--- config.mk ---
export PLATFORM = sky130hd
export DESIGN_NAME = run_detector_flat
export DESIGN_NICKNAME = d
export VERILOG_FILES = /design/src/rtl/run_detector_pkg.sv /design/src/rtl/run_detector_if.sv /design/src/rtl/run_detector_sat_counter.sv /design/src/rtl/run_detector.sv /design/src/flat_wrapper.sv
export SDC_FILE = /design/constraint.sdc
export NUM_CORES = 1
export LEC_CHECK = 0
export CORE_MARGIN = 5
export CORE_UTILIZATION = 49
export CTS_CLUSTER_SIZE = 30
export DETAILED_ROUTE_END_ITERATION = 6
export MAX_ROUTING_LAYER = met4
export PLACE_DENSITY = 0.81
export SYNTH_ARGS = -nofsm -noshare
export SYNTH_HDL_FRONTEND = slang
export SYNTH_SLANG_ARGS = --single-unit
--- constraint.sdc ---
create_clock -name clk -period 3.5 [get_ports clk]
set_clock_uncertainty 0.15 [all_clocks]
set_input_delay 0.35 -clock clk [delete_from_list [all_inputs] [get_ports clk]]
set_output_delay 0.35 -clock clk [all_outputs]
set_load 0.01 [all_outputs]
--- src/rtl/run_detector_pkg.sv ---
// -----------------------------------------------------------------------------
// run_det_pkg
// Shared types and constants for the run detector slice.
//   state_e       : detector FSM state (IDLE, RUN, HIT)
//   MODE_*        : 2-bit polarity filter codes applied to the hit outputs
//   mode_permits(): whether a run of polarity pol may raise y / hit_pulse
//                   under a given mode
// -----------------------------------------------------------------------------
package run_det_pkg;

  // IDLE : no valid sample seen since reset
  // RUN  : run in progress, shorter than RUN_LEN
  // HIT  : run has reached RUN_LEN (and stays here while it continues)
  typedef enum logic [1:0] {
    IDLE = 2'b00,
    RUN  = 2'b01,
    HIT  = 2'b10
  } state_e;

  localparam logic [1:0] MODE_BOTH = 2'b00;  // report runs of either polarity
  localparam logic [1:0] MODE_ZERO = 2'b01;  // report runs of zeros only
  localparam logic [1:0] MODE_ONE  = 2'b10;  // report runs of ones only
  localparam logic [1:0] MODE_OFF  = 2'b11;  // never report

  function automatic logic mode_permits(input logic [1:0] mode, input logic pol);
    logic ok;
    ok = 1'b0;
    case (mode)
      MODE_BOTH: ok = 1'b1;
      MODE_ZERO: ok = ~pol;
      MODE_ONE:  ok = pol;
      MODE_OFF:  ok = 1'b0;
      default:   ok = 1'b0;
    endcase
    return ok;
  endfunction

endpackage

--- src/rtl/run_detector_if.sv ---
// -----------------------------------------------------------------------------
// run_detector_if
// Sample / result bundle of the run detector.
//   in_valid, in_bit : serial sample and its qualifier   (master -> slave)
//   mode             : polarity filter, see run_det_pkg   (master -> slave)
//   y, y_val         : hit flag and polarity of the run   (slave -> master)
//   run_len          : current run length, saturating     (slave -> master)
//   hit_pulse        : one-cycle pulse per new hit        (slave -> master)
//   ev_cnt           : hit event counter, only when RUN_DET_EVCNT_EN is defined
// Parameters CW / EVW must match the run_detector instance using it.
// -----------------------------------------------------------------------------
interface run_detector_if #(
  parameter int CW  = 8,
  parameter int EVW = 16
);

  logic          in_valid;
  logic          in_bit;
  logic [1:0]    mode;
  logic          y;
  logic          y_val;
  logic [CW-1:0] run_len;
  logic          hit_pulse;
`ifdef RUN_DET_EVCNT_EN
  logic [EVW-1:0] ev_cnt;
`endif

  if (EVW < 1) begin : g_bad_evw
    $error("run_detector_if: EVW must be at least 1");
  end

`ifdef RUN_DET_EVCNT_EN
  modport master (
    output in_valid, in_bit, mode,
    input  y, y_val, run_len, hit_pulse, ev_cnt
  );
  modport slave (
    input  in_valid, in_bit, mode,
    output y, y_val, run_len, hit_pulse, ev_cnt
  );
`else
  modport master (
    output in_valid, in_bit, mode,
    input  y, y_val, run_len, hit_pulse
  );
  modport slave (
    input  in_valid, in_bit, mode,
    output y, y_val, run_len, hit_pulse
  );
`endif

endinterface

--- src/rtl/run_detector_sat_counter.sv ---
// -----------------------------------------------------------------------------
// sat_counter
// Width-parametrised up-counter that saturates at all-ones.
//   clk   : rising-edge clock
//   rst   : synchronous active-high reset, clears count to 0
//   load1 : restart the count at 1 (wins over inc)
//   inc   : add one unless already saturated
//   count : current value
// -----------------------------------------------------------------------------
module sat_counter #(
  parameter int W = 8
) (
  input  logic         clk,
  input  logic         rst,
  input  logic         load1,
  input  logic         inc,
  output logic [W-1:0] count
);

  // NOTE: reset is sampled on the clock edge like any other input, so it
  // belongs inside the clocked branch rather than in the sensitivity list.
  always_ff @(posedge clk) begin
    // NOTE: state is updated with <= so every register in the design sees
    // the pre-edge values of the others, independent of block ordering.
    if (rst) begin
      count <= '0;
    end else if (load1) begin
      count <= W'(1);
    end else if (inc && (count != '1)) begin
      count <= count + W'(1);
    end
  end

endmodule

--- src/rtl/run_detector.sv ---
// -----------------------------------------------------------------------------
// run_detector
// Detects runs of RUN_LEN or more consecutive equal valid samples on a serial
// stream and reports them subject to a polarity filter.
//   clk  : rising-edge clock
//   rst  : synchronous active-high reset
//   bus  : run_detector_if.slave
//          in_valid/in_bit/mode in; y, y_val, run_len, hit_pulse
//          (and ev_cnt) out
// Parameters:
//   RUN_LEN : equal samples needed for a hit, 2 .. 2**CW-1
//   CW      : run-length counter width
//   EVW     : event counter width
// Optional feature: define RUN_DET_EVCNT_EN to add the wrapping hit event
// counter ev_cnt; without it the port and register do not exist.
// -----------------------------------------------------------------------------
module run_detector
  import run_det_pkg::*;
#(
  parameter int RUN_LEN = 3,
  parameter int CW      = 8,
  parameter int EVW     = 16
) (
  input  logic           clk,
  input  logic           rst,
  run_detector_if.slave  bus
);

  if (RUN_LEN < 2 || RUN_LEN > (2 ** CW) - 1) begin : g_bad_run_len
    $error("run_detector: RUN_LEN must lie in 2 .. 2**CW-1");
  end
  if (EVW < 1) begin : g_bad_evw
    $error("run_detector: EVW must be at least 1");
  end

  // Count value one short of a hit: an equal sample arriving while RUN holds
  // this value is the one that completes the run.
  localparam logic [CW-1:0] RUN_LEN_M1 = CW'(RUN_LEN - 1);

  state_e        state;
  logic          y_val_q;
  logic          pulse_q;
  logic [CW-1:0] run_len_q;

  logic load1;
  logic inc;
  logic enter_hit;
  logic pulse_next;

  // NOTE: every signal assigned here gets a default first, so no path leaves
  // one unassigned and no latch is inferred.
  always_comb begin
    load1     = 1'b0;
    inc       = 1'b0;
    enter_hit = 1'b0;
    if (bus.in_valid) begin
      if (state == IDLE || bus.in_bit != y_val_q) begin
        load1 = 1'b1;
      end else begin
        inc       = 1'b1;
        enter_hit = (state == RUN) && (run_len_q == RUN_LEN_M1);
      end
    end
  end

  // The pulse is qualified by the mode in force on the edge that completes
  // the run; the new run has the polarity of the sample being taken.
  assign pulse_next = enter_hit && mode_permits(bus.mode, bus.in_bit);

  sat_counter #(
    .W (CW)
  ) u_run_len (
    .clk   (clk),
    .rst   (rst),
    .load1 (load1),
    .inc   (inc),
    .count (run_len_q)
  );

  always_ff @(posedge clk) begin
    if (rst) begin
      state   <= IDLE;
      y_val_q <= 1'b0;
      pulse_q <= 1'b0;
    end else begin
      pulse_q <= pulse_next;
      if (load1) begin
        // First sample after reset, or a polarity change: a fresh run of 1,
        // which is always below RUN_LEN.
        state   <= RUN;
        y_val_q <= bus.in_bit;
      end else if (enter_hit) begin
        state <= HIT;
      end
      // An equal sample in HIT keeps HIT; the counter handles saturation.
    end
  end

`ifdef RUN_DET_EVCNT_EN
  logic [EVW-1:0] ev_cnt_q;

  // Counts on the same edge that raises hit_pulse, so ev_cnt already
  // includes the pulse currently visible.
  always_ff @(posedge clk) begin
    if (rst) begin
      ev_cnt_q <= '0;
    end else if (pulse_next) begin
      ev_cnt_q <= ev_cnt_q + EVW'(1);
    end
  end

  assign bus.ev_cnt = ev_cnt_q;
`endif

  // y is a function of registered state and the live mode, so a mode change
  // is reflected without disturbing the run.
  assign bus.y         = (state == HIT) && mode_permits(bus.mode, y_val_q);
  assign bus.y_val     = y_val_q;
  assign bus.run_len   = run_len_q;
  assign bus.hit_pulse = pulse_q;

endmodule
--- src/flat_wrapper.sv ---
// flat-port wrapper written by rule: the top's interface ports become plain ports
module run_detector_flat import run_det_pkg::*;
#(
  parameter int RUN_LEN = 3,
  parameter int CW      = 8,
  parameter int EVW     = 16
)
  (clk, rst, bus_in_valid, bus_in_bit, bus_mode, bus_y, bus_y_val, bus_run_len, bus_hit_pulse);
  run_detector_if #(.CW(CW), .EVW(EVW)) bus_i ();
  input  logic clk;
  input  logic rst;
  input wire logic [$bits(bus_i.in_valid)-1:0] bus_in_valid;
  input wire logic [$bits(bus_i.in_bit)-1:0] bus_in_bit;
  input wire logic [$bits(bus_i.mode)-1:0] bus_mode;
  output wire logic [$bits(bus_i.y)-1:0] bus_y;
  output wire logic [$bits(bus_i.y_val)-1:0] bus_y_val;
  output wire logic [$bits(bus_i.run_len)-1:0] bus_run_len;
  output wire logic [$bits(bus_i.hit_pulse)-1:0] bus_hit_pulse;
  assign bus_i.in_valid = bus_in_valid;
  assign bus_i.in_bit = bus_in_bit;
  assign bus_i.mode = bus_mode;
  assign bus_y = bus_i.y;
  assign bus_y_val = bus_i.y_val;
  assign bus_run_len = bus_i.run_len;
  assign bus_hit_pulse = bus_i.hit_pulse;
  run_detector #(.RUN_LEN(RUN_LEN), .CW(CW), .EVW(EVW)) u_core (.clk(clk), .rst(rst), .bus(bus_i));
endmodule
==> results.md, run 1 <==
* Status: finished, final reports clean
* Hold WC Path Type: flop to flop
* Clk pin slew, worst setup/hold paths at 0.07 ns
* Post-synthesis mux area share at 5.03%
* CTS buffer count at 3
* Post-DP HPWL at 1.04 mm
* CTS Root Buffer Type: clkbuf_4
* GRT Residual Overflow at 0
* Syn. warnings at 0
* Hold Vio Cnt, Final at 0
* Antenna cells at 0
* Final Wtd Congestion at 0.806
* Final #Nets at 99
* Cell taking the most area after synthesis: dfxtp_1
* Max transition margin at 67.7%
* Setup CP Type: flop to output pin
* Die area at 2150 um^2
* Fillers at 112
* Via Count at 635
* Simple-gate area share of the yosys netlist at 29.8%
* Flops & latches, synth at 12
* First-pass GRT wire length at 2.32 mm
* Post-Place Worst Slack at 1.23 ns
* Adder-cell share of the synthesized area at 3.87%
* Fraction of final layout cells sized beyond drive strength 1 at 12.4%
* Setup violators final at 0
* Post-Syn Instances at 72
* HP Start: u_core.state[0]$_SDFFE_PP0P_
* Setup TNS at 0 ns
* Area contributors post-synth: dfxtp_1 (37%), nor2_1 (4.1%), a21oi_1 (3.9%), ha_1 (3.9%), a211oi_1 (3.5%)
* Starting density of the core at 51.0%
* Max rail drop VDD at 0.203 mV
* Compound-Gate Fraction of Synth Area at 18.6%
* Die X-Extent at 46.3 um
* Largest net degree at the start of global routing at 10
* Max-slew violations at 0
* Fraction of registers with async set/reset at 0%
* Synth top area share at 37.1%
* Io pins at 17
* # DRC at 0
* Synth Area in XOR/XNOR at 2.71%
* I/O Buffers at 16
* RSZ-0062 raised after global routing: false
* Cell area power density at 310 nW/um^2
* Setup crit start: u_core.bus.y_val$_SDFFE_PP0P_
* Syn Std Cell Area at 647 um^2
* Critical path endpoint category: output pin
* Crit path DAT at 1.81 ns
* Top-count cell post-synth: dfxtp_1
* Die height at 46.3 um
* Clock latency at the later pin of the worst-skew pair at 0.28 ns
* Main combinational cell family by area after synthesis: simple AND/OR/NAND/NOR gates
* Syn Area/Cell at 8.98 um^2
* Syn_nets at 80
* Initial antenna violation count at 0
* Number of flops mapped to enable cells by yosys at 0
* Vias per inst at 6.11
* Ys flop type: dfxtp_1
* Worst reg2reg startpoint: u_core.bus.y_val$_SDFFE_PP0P_
* Clk sinks at 12
* WP data required at 3.00 ns
* Slack of the critical path at 1.19 ns
* Core area at 1270 um^2
* Fin crit period at 2.31 ns
* Commonest cells in the netlist: dfxtp_1 (12), nor2_1 (7), a21oi_1 (5), o21ai_0 (4)
* Vias in the first global route at 526
* Clock buffer depth at 2
* Post-CTS Setup Bufs at 0
* Max-cap violations at 0
* Routed Antenna Nets at 0
* Total global-route track usage at 15.7%
* Slew @ Worst Pin at 0.480 ns
* Row Count at 13
* CP max FO at 5
* Number of DRC markers in iteration 0 at 8
* WL final at 1.41 mm
* Netlist cell types at 34
* P_leak at 0.269 nW
* Fmax at 0.433 GHz
* Post-CTS Hold Fix Bufs at 0
* # resized after CTS at 0
* H-tree depth at 1
* Register area share after synthesis at 37.1%
* Total iterations of the first detailed-routing run at 4
* Drt wl/cell at 13.6 um
* Clock tree from TritonCTS: built
* Area grow syn2layout at 28.8%
* Crit path launch type: flop
* Tcrit/Tclk final at 66.0%
[cell type report]
type | count | area [um^2] | share of cell area [%]
multi-input cells | 57 | 388 | 46.5
flip-flops and latches | 12 | 240 | 28.8
repair buffers | 16 | 160 | 19.2
clock buffers | 3 | 22.5 | 2.70
well taps | 15 | 18.8 | 2.25
inverters | 1 | 3.75 | 0.450
[stage by stage]
step                utilization (%)  instance area (um^2)  std cells  total power [W]  hold WS, ns
floorplan                         -                   647         72         0.000163        0.269
global placement               63.9                   811        101         0.000177        0.349
detailed placement             63.9                   811        101         0.000177        0.356
CTS                            65.7                   833        104         0.000258        0.371
global route                   65.7                   833        104         0.000270        0.409
finish                         65.7                   833        104         0.000258        0.379
[critical path, stage by stage (launching register included)]
cell and delay [ns]:
dfxtp_1 0.43, mux2_2 0.36, nor3b_1 0.18, clkdlybuf4s50_1 0.56
[power by group]
group / switching [W] / internal [W] / total (W)
Sequential: 0.00000407 / 0.000139 / 0.000143
Clock: 0.0000438 / 0.0000399 / 0.0000837
Combinational: 0.0000148 / 0.0000160 / 0.0000308
[cell families after synthesis]
logic type | count (synthesis)
AO/OA/AOI/OAI | 19
XOR/XNOR | 2
adder cells (fa/ha/maj) | 2
buffers and inverters | 3
flip-flops | 12
multiplexers | 3
AND/OR/NAND/NOR | 31
[path summary, 6_finish.rpt]
| kind | endpoint | slack (ns) | cells past startpoint |
|---|---|---|---|
| max | bus_y | 1.19 | 3 |
| max reg2reg | u_core.u_run_len.count[5]$_SDFFE_PP0P_ | 1.71 | 4 |
| min reg2reg | u_core.state[0]$_SDFFE_PP0P_ | 0.38 | 2 |
| min | u_core.state[0]$_SDFFE_PP0P_ | 0.38 | 2 |
[sequential cells by signal, summed over array words and instances (netlist names)]
| signal | flops |
|---|---|
| u_core.bus.hit_pulse | 1 |
| u_core.u_run_len.count | 8 |
| u_core.state | 2 |
| u_core.bus.y_val | 1 |
[cells in the final DEF (no fill, tap or decap), drive strengths merged, types with 2 or more instances in the layout]
cell	count
mux2	2
a21oi	5
o31ai	2
dfxtp	12
clkdlybuf4s50	16
and4	2
a31oi	2
nand3b	2
nand2	2
nor3	2
nand3	3
or3	2
clkbuf	3
o21ai	4
nor2	7
a211oi	3
nor4	2
ha	2
[metal layers]
layer  track usage [%]  wire length [um]  vias to the layer above
met1              19.8               655                      295
met2              22.0               638                       20
met5                 -                 0                        -
met4              8.52                31                        0
met3              4.69                85                        6
li1                  -                 -                      314
(Power assumes the default switching activity.)
==> inputs of run 2 (changes only) <==
--- a/config.mk
+++ b/config.mk
@@ -6,11 +6,11 @@
 export NUM_CORES = 1
 export LEC_CHECK = 0
 export CORE_MARGIN = 5
-export CORE_UTILIZATION = 49
+export CORE_UTILIZATION = 46
 export CTS_CLUSTER_SIZE = 30
 export DETAILED_ROUTE_END_ITERATION = 6
 export MAX_ROUTING_LAYER = met4
-export PLACE_DENSITY = 0.81
+export PLACE_DENSITY = 0.77
 export SYNTH_ARGS = -nofsm -noshare
 export SYNTH_HDL_FRONTEND = slang
 export SYNTH_SLANG_ARGS = --single-unit
==> constraint.sdc (replaced) <==
create_clock -name clk -period 2.35 [get_ports clk]
set_clock_uncertainty 0.15 [all_clocks]
set_input_delay 0.235 -clock clk [delete_from_list [all_inputs] [get_ports clk]]
set_output_delay 0.235 -clock clk [all_outputs]
set_load 0.01 [all_outputs]
==> results.md, run 2 (synthesis gave the netlist of run 1 again) <==
* Initial antenna violation count at 0 (unchanged)
* Post-DP HPWL at 1.11 mm (+6.4%)
* Max transition margin at 70.9% (+3.1 points)
* Tcrit/Tclk final at 92.6%
* Clk sinks at 12 (unchanged)
* Drt wl/cell at 14.7 um (+8.2%)
* Critical path endpoint category: output pin
* Setup violators final at 0 (unchanged)
* Hold Vio Cnt, Final at 0 (unchanged)
* Number of DRC markers in iteration 0 at 17 (+9)
* Largest Register: u_core.u_run_len.count
* Crit path buffers/inverters at 1 (unchanged)
* Most frequent cells in the layout: clkdlybuf4s50_1 (16), dfxtp_1 (12), nor2_1 (7), a21oi_1 (5), o21ai_0 (4)
* Die X-Extent at 47.5 um (+2.5%)
* Family with the most delay on the worst path: buffers and inverters
* Die height at 47.5 um (+2.5%)
* I/O Buffers at 16 (unchanged)
* Vias in the first global route at 584 (+11%)
* Routed Antenna Nets at 0 (unchanged)
* Final Wtd Congestion at 0.781 (-3.0%)
* Fmax at 0.460 GHz
* Crit path cell chain: mux2_2 > nor3b_1 > clkdlybuf4s50_1
* Reg2reg setup slack at 0.54 ns (-1.17 ns)
* Max reg flops at 8 (unchanged)
* P_leak at 0.269 nW (unchanged)
* Clock latency at the later pin of the worst-skew pair at 0.27 ns (about the same)
* Final #Nets at 99 (unchanged)
* Fin crit period at 2.18 ns
* # DRC at 0 (unchanged)
* Most common cell after layout, fill and taps aside: clkdlybuf4s50_1
* Largest stage delay, worst path at 0.56 ns (about the same)
* GRT Residual Overflow at 0 (unchanged)
* Crit path launch type: flop
* Top flop regs: u_core.u_run_len.count x8, u_core.state x2
* Via Count at 636 (+0.16%)
* Post-CTS Hold Fix Bufs at 0 (unchanged)
* First-pass GRT wire length at 2.64 mm (+14%)
* Crit path max-delay cell type: clkdlybuf4s50_1
* Largest net degree at the start of global routing at 10 (unchanged)
* Antenna cells at 0 (unchanged)
* Slew @ Worst Pin at 0.434 ns (-0.0464 ns)
* Clk pin slew, worst setup/hold paths at 0.08 ns (about the same)
* Row Count at 13 (unchanged)
* CTS Root Buffer Type: clkbuf_4
* Die area at 2260 um^2 (+5.1%)
* Crit path DAT at 1.79 ns (-0.02 ns)
* RSZ-0062 raised after global routing: false
* Setup CP Type: flop to output pin
* Cell area power density at 463 nW/um^2 (+49%)
* Io pins at 17 (unchanged)
* Final Hold Slack at 0.383 ns (+0.00416 ns)
* Max-slew violations at 0 (unchanged)
* Post-CTS Setup Bufs at 0 (unchanged)
* Total Power at 0.000386 W (+49%)
* Starting density of the core at 49.1% (-1.9 points)
* Slack of the critical path at 0.174 ns (-1.01 ns)
* Area grow syn2layout at 28.8% (unchanged)
* Status: finished, final reports clean
* CP max FO at 5 (unchanged)
* Fraction of final layout cells sized beyond drive strength 1 at 12.4% (unchanged)
* H-tree depth at 1 (unchanged)
* Core area at 1320 um^2 (+3.8%)
* CTS buffer count at 3 (unchanged)
* WL final at 1.53 mm (+8.2%)
* Total global-route track usage at 17.0% (+1.3 points)
* Total iterations of the first detailed-routing run at 4 (unchanged)
* Vias per inst at 6.12 (+0.16%)
* Max rail drop VDD at 0.347 mV (+71%)
* Clock buffer depth at 2 (unchanged)
* Max-cap violations at 0 (unchanged)
* Setup TNS at 0 ns (unchanged)
* Hold WC Path Type: flop to flop
* # resized after CTS at 0 (unchanged)
* Clock tree from TritonCTS: built
* Post-Place Worst Slack at 0.216 ns (-1.01 ns)
* WP data required at 1.97 ns (-1.03 ns)
[run 2: cell counts in the layout (fill, tap and decap cells not counted)]
No cell type changed its count.
[run 2: layer usage]
layer	routed length (um)	vias up	GRT usage (%)
li1	-	316	-
met1	766	294	22.4
met2	663	24	23.8
met3	82	2	4.51
met4	14	0	7.73
met5	0	-	-
[run 2: area by class of cell]
type,count,area [um^2]
Fill cell,117,484
Clock buffer,3,22.5
Multi-Input combinational cell,57,388
Inverter,1,3.75
Tap cell,15,18.8
Timing Repair Buffer,16,160
Sequential cell,12,240
[run 2: final timing paths]
| check | cells after the start | to | startpoint |
|---|---|---|---|
| max | 3 | bus_y | u_core.bus.y_val$_SDFFE_PP0P_ |
| min | 2 | u_core.state[0]$_SDFFE_PP0P_ | u_core.state[0]$_SDFFE_PP0P_ |
| min reg2reg | 2 | u_core.state[0]$_SDFFE_PP0P_ | u_core.state[0]$_SDFFE_PP0P_ |
| max reg2reg | 4 | u_core.u_run_len.count[3]$_SDFFE_PP0P_ | u_core.bus.y_val$_SDFFE_PP0P_ |
[run 2: tightest hold or removal path, cell delays in order, from the launching register on]
cell	delay, ns
dfxtp_1	0.34
o21ai_0	0.08
a21oi_1	0.06
[run 2: metrics by stage]
stage          instance area, um^2  utilization (%)  std cells
2_1_floorplan                  647                -         72
3_3_place_gp                   811             61.5        101
3_5_place_dp                   811             61.5        101
4_1_cts                        833             63.2        104
5_1_grt                        833             63.2        104
6_report                       833             63.2        104
[run 2: power by group]
group	internal (W)	switching [W]	leakage, nW
sequential	0.000208	0.00000602	0.0975
clock	0.0000593	0.0000662	0.0138
combinational	0.0000239	0.0000228	0.158
==> inputs of run 3 (changes only) <==
--- a/config.mk
+++ b/config.mk
@@ -5,6 +5,7 @@
 export SDC_FILE = /design/constraint.sdc
 export NUM_CORES = 1
 export LEC_CHECK = 0
+export CAP_MARGIN = 10
 export CORE_MARGIN = 5
 export CORE_UTILIZATION = 46
 export CTS_CLUSTER_SIZE = 30
==> results of run 3 <==
No change in the layout: final DEF, timing and power equal those of run 2.
